### src/rtl/dds_sweep_ctrl.sv
// Linear chirp generator feeding the DDS tuning word: single up-sweep or continuous triangle.
// Latency: start -> f_start one edge later; no backpressure, every output is registered.
module dds_sweep_ctrl #(
  parameter int TUNE_WIDTH  = 16,
  parameter int DWELL_WIDTH = 16
) (
  input  logic                   clk,
  input  logic                   n_RST,
  input  logic                   start,
  input  logic                   abort,
  input  logic                   mode,
  input  logic [TUNE_WIDTH-1:0]  f_start,
  input  logic [TUNE_WIDTH-1:0]  f_stop,
  input  logic [TUNE_WIDTH-1:0]  f_step,
  input  logic [DWELL_WIDTH-1:0] dwell,
  output logic [TUNE_WIDTH-1:0]  tuning_word,
  output logic                   busy,
  output logic                   sweep_done,
  output logic                   cfg_err
);

  localparam logic [1:0] IDLE = 2'd0;
  localparam logic [1:0] UP   = 2'd1;
  localparam logic [1:0] DOWN = 2'd2;

  localparam logic [DWELL_WIDTH-1:0] DWELL_ONE = DWELL_WIDTH'(1);

  logic [1:0]             state;
  logic                   cfg_mode;
  logic [TUNE_WIDTH-1:0]  cfg_start;
  logic [TUNE_WIDTH-1:0]  cfg_stop;
  logic [TUNE_WIDTH-1:0]  cfg_step;
  logic [DWELL_WIDTH-1:0] cfg_dwell;
  logic [DWELL_WIDTH-1:0] dwell_cnt;

  logic [TUNE_WIDTH:0]    up_sum;
  logic [TUNE_WIDTH:0]    down_lim;
  logic [TUNE_WIDTH-1:0]  up_word;
  logic [TUNE_WIDTH-1:0]  down_word;
  logic [DWELL_WIDTH-1:0] cfg_reload;
  logic [DWELL_WIDTH-1:0] start_reload;
  logic                   start_ok;
  logic                   dwell_last;

  // Extra top bit keeps carry/borrow visible so the clamps catch overflow instead of wrapping.
  always_comb begin
    up_sum       = {1'b0, tuning_word} + {1'b0, cfg_step};
    up_word      = (up_sum >= {1'b0, cfg_stop}) ? cfg_stop : up_sum[TUNE_WIDTH-1:0];
    down_lim     = {1'b0, cfg_start} + {1'b0, cfg_step};
    down_word    = ({1'b0, tuning_word} <= down_lim) ? cfg_start : (tuning_word - cfg_step);
    cfg_reload   = (cfg_dwell == '0) ? '0 : (cfg_dwell - DWELL_ONE);
    start_reload = (dwell == '0) ? '0 : (dwell - DWELL_ONE);
    start_ok     = (f_step != '0) && (f_stop > f_start);
    dwell_last   = (dwell_cnt == '0);
  end

  always_ff @(posedge clk or negedge n_RST) begin
    if (!n_RST) begin
      state       <= IDLE;
      tuning_word <= '0;
      busy        <= 1'b0;
      sweep_done  <= 1'b0;
      cfg_err     <= 1'b0;
      dwell_cnt   <= '0;
      cfg_mode    <= 1'b0;
      cfg_start   <= '0;
      cfg_stop    <= '0;
      cfg_step    <= '0;
      cfg_dwell   <= '0;
    end else begin
      sweep_done <= 1'b0;
      cfg_err    <= 1'b0;
      if (abort) begin
        state <= IDLE;
        busy  <= 1'b0;
      end else begin
        case (state)
          IDLE: begin
            if (start) begin
              if (start_ok) begin
                cfg_mode    <= mode;
                cfg_start   <= f_start;
                cfg_stop    <= f_stop;
                cfg_step    <= f_step;
                cfg_dwell   <= dwell;
                tuning_word <= f_start;
                dwell_cnt   <= start_reload;
                busy        <= 1'b1;
                state       <= UP;
              end else begin
                cfg_err <= 1'b1;
              end
            end
          end
          UP: begin
            if (!dwell_last) begin
              dwell_cnt <= dwell_cnt - DWELL_ONE;
            end else if (tuning_word == cfg_stop) begin
              if (cfg_mode) begin
                state       <= DOWN;
                tuning_word <= down_word;
                dwell_cnt   <= cfg_reload;
              end else begin
                state      <= IDLE;
                busy       <= 1'b0;
                sweep_done <= 1'b1;
              end
            end else begin
              tuning_word <= up_word;
              dwell_cnt   <= cfg_reload;
            end
          end
          DOWN: begin
            if (!dwell_last) begin
              dwell_cnt <= dwell_cnt - DWELL_ONE;
            end else if (tuning_word == cfg_start) begin
              // Bottom of the triangle closes one period.
              state       <= UP;
              tuning_word <= up_word;
              dwell_cnt   <= cfg_reload;
              sweep_done  <= 1'b1;
            end else begin
              tuning_word <= down_word;
              dwell_cnt   <= cfg_reload;
            end
          end
          default: begin
            state <= IDLE;
            busy  <= 1'b0;
          end
        endcase
      end
    end
  end

endmodule

### config.mk
export PLATFORM = sky130hd
export DESIGN_NAME = dds_sweep_ctrl
export DESIGN_NICKNAME = d
export VERILOG_FILES = /design/src/rtl/dds_sweep_ctrl.sv
export SDC_FILE = /design/constraint.sdc
export NUM_CORES = 1
export LEC_CHECK = 0
export BUFFER_PORTS_ARGS = -buffer_cell sky130_fd_sc_hd__buf_2
export CORE_ASPECT_RATIO = 0.75
export CORE_UTILIZATION = 55
export CTS_CLUSTER_DIAMETER = 60
export CTS_CLUSTER_SIZE = 10
export DETAILED_ROUTE_END_ITERATION = 12
export HOLD_SLACK_MARGIN = 0.06
export PLACE_DENSITY_LB_ADDON = 0.05
export SYNTH_ARGS = -nofsm -noshare
export SYNTH_HDL_FRONTEND = slang
export SYNTH_SLANG_ARGS = --single-unit
### constraint.sdc
create_clock -name clk -period 4.7 [get_ports clk]
set_input_delay 0.235 -clock clk [delete_from_list [all_inputs] [get_ports clk]]
set_output_delay 0.235 -clock clk [all_outputs]
set_load 0.01 [all_outputs]
==> flow_summary.json <==
{
  "status": "finished clean",
  "hold_slack_ns": 0.02460,
  "io_buffers": 87,
  "yosysUniqueCellTypes": 68,
  "firstDrtPassIters": 5,
  "finalSetupViolCount": 0,
  "grt_max_degree": 79,
  "fin_nets": 1323,
  "finalCritPeriodShare_pct": 95.44,
  "finalNonFillerCells": 1361,
  "ctsHoldBuffers": 0,
  "fin_crit_ns": 4.486,
  "syn-cell-area_um2": 9178,
  "fin_skew_ns": 0.007639,
  "yosys_warnings": 0,
  "report.final.slew_viol_count": 0,
  "avgSynthCellArea_um2": 8.774,
  "grt-ovfl-total": 0,
  "root_buffer": "clkbuf_16",
  "clk_path_buf_depth": 2,
  "clk_latency_ns": 0.35,
  "clock_sinks": 102,
  "drtAntennaViolNets": 0,
  "core_area_um2": 16170,
  "synth_edf_count": 0,
  "hp-class": "input pin to asynchronous set/reset pin",
  "dp_hpwl_um": 20340,
  "synthFlopType": "dfrtp_1",
  "io_pins": 88,
  "drive_gt1_share_pct": 18.85,
  "wl_um": 25690,
  "crit_type": "flop to flop",
  "areaGrowthSynthToFinish_pct": 13.35,
  "nFillCells": 1425,
  "place_inst": 1342,
  "synthesis.nets": 1221,
  "maxCapViolCount": 0,
  "seq_area_um2": 2552,
  "die_w_um": 151.2,
  "grt_pass1_vias": 7341,
  "ys_ff_latch": 102,
  "track_usage_pct": 31.03,
  "grt_first_pass_wirelength_um": 40460,
  "diodes": 0,
  "start_kind": "flop",
  "tritoncts": "built",
  "numCtsBuffers": 9,
  "tightest_slew_ns": 1.377,
  "critPathArrivalTime_ns": 4.75,
  "remaining_drc_errors": 0,
  "crit_path_end_kind": "flop",
  "async_reset_ff_share_pct": 100.0,
  "clk_pin_slew_worst_paths_ns": 0.07,
  "initial_core_util_pct": 56.77,
  "fmax_mhz": 222.9,
  "via_per_inst": 5.965,
  "die_h_um": 113.9,
  "ys_seq_area_share_pct": 27.81,
  "multi_input_area_um2": 6217,
  "final_cell_mix": "102 x ha_1, 102 x dfrtp_1, 86 x buf_2, 79 x nand2_1, 76 x inv_1",
  "rows": 40,
  "htree_num_levels": 3,
  "synthCells": 1046,
  "dr.first_iter.drc_count": 616,
  "cp_max_fo": 7,
  "slew_headroom_pct": 7.570,
  "worstPathRequired_ns": 4.97,
  "place_congestion": 0.8845,
  "via_count": 8119,
  "routedWlPerCell_um": 18.88,
  "hold_violations": 0,
  "antenna_found_initial": 0,
  "dieArea_um2": 17210
}
==> cell families after synthesis <==
group	count (synthesis)	share of synthesized area [%]
buf+inv	114	5.235
flops	102	27.81
simple gates	288	15.23
mux	65	7.757
fa+ha+maj	106	14.70
compound gates	258	18.49
xor+xnor	113	10.78
==> final cells by class <==
class | instances | share of cell area, %
Multi-Input combinational cell | 830 | 59.77
Tap cell | 210 | 2.526
Timing Repair Buffer | 128 | 7.481
Sequential cell | 102 | 24.54
Inverter | 77 | 2.778
Clock inverter | 4 | 0.7096
Clock buffer | 10 | 2.201
==> worst max-delay path: stages, from the launching register on <==
cell and delay, ns:
dfrtp_1 0.38, ha_2 0.20, fa_2 0.43, a21oi_4 0.19, o2111ai_2 0.16, o311a_1 0.37, o21a_1 0.20, o21ai_1 0.14
nand2b_1 0.08, a21oi_2 0.15, xor2_1 0.08, ha_1 0.31, buf_4 0.11, o21a_1 0.11, o21a_1 0.10, o22ai_1 0.09
a211oi_2 0.31, nand2_1 0.16, buf_6 0.17, buf_4 0.15, or3_1 0.33, a41oi_1 0.18
==> Yosys cell counts (5+ instances only) <==
master	count	area share [%]
nor4_1	17	1.2
a211oi_1	19	1.6
dfrtp_1	102	28
ha_1	103	14
a31oi_1	9	0.61
and2_1	5	0.34
nor3_1	27	1.5
nand2_1	79	3.2
nand2b_1	9	0.61
o211ai_1	6	0.49
a211o_1	6	0.57
o31ai_1	5	0.41
o21ai_0	61	3.3
buf_2	12	0.65
nor2b_1	12	0.82
o21bai_1	8	0.65
mux2_2	48	5.9
a21oi_1	58	3.2
nand4_1	14	0.95
nand3_1	25	1.4
mux2i_1	16	1.7
a21o_1	15	1.2
a311oi_1	11	1.0
xor2_1	40	3.8
inv_1	76	3.1
o22ai_1	16	1.1
and3_1	5	0.34
xnor2_1	73	7.0
o21a_1	13	1.1
nor2_1	73	3.0
clkbuf_1	18	0.74
==> metal layers <==
layer | global-route usage (%) | up-vias | share of wire, %
met3 | 6.280 | 22 | 8.0
li1 | - | 3946 | -
met2 | 44.01 | 297 | 41
met4 | 4.467 | 0 | 0.78
met5 | 1.471 | - | 0
met1 | 48.63 | 3854 | 50
==> timing repair <==
item                                    in CTS  in global routing
pin swaps                                    0                 12
resized for setup                            2                 15
endpoints found under the setup margin       8                 16
cloned                                       0                  0
setup buffers                                0                  5
==> registers in the layout, indices dropped and copies added, names as in the netlist <==
signal,count
busy,1
cfg_dwell,16
cfg_err,1
cfg_mode,1
cfg_start,16
cfg_step,16
cfg_stop,16
dwell_cnt,16
state,2
sweep_done,1
tuning_word,16
==> worst paths after layout <==
| kind | startpoint | endpoint | slack (ns) | cells after the start |
|---|---|---|---|---|
| max | cfg_start[0] | tuning_word[15] | 0.21 | 21 |
| min | n_RST | cfg_dwell[1] | 0.02 | 1 |
| max reg2reg | cfg_start[0] | tuning_word[15] | 0.21 | 21 |
| min reg2reg | dwell_cnt[7] | dwell_cnt[7] | 0.55 | 2 |
| max in group asynchronous | n_RST | cfg_start[9] | 3.65 | 2 |
| min in group clk | f_stop[10] | cfg_stop[10] | 0.10 | 3 |
==> through the flow <==
step / utilization [%] / setup WS [ns] / instance area (um^2) / TNS [ns]
2_1_floorplan: - / 0.01571 / 9178 / 0
3_3_place_gp: 61.78 / 0.07237 / 9987 / 0
3_5_place_dp: 61.78 / -0.03010 / 9987 / -0.1000
4_1_cts: 63.72 / 0.05573 / 10300 / 0
5_1_grt: 64.35 / -0.009829 / 10400 / -0.01000
6_report: 64.35 / 0.2144 / 10400 / 0
Power is left out: the tool's default activity adds up to more than one toggle a clock period on the data nets, which glitch-free logic cannot reach.
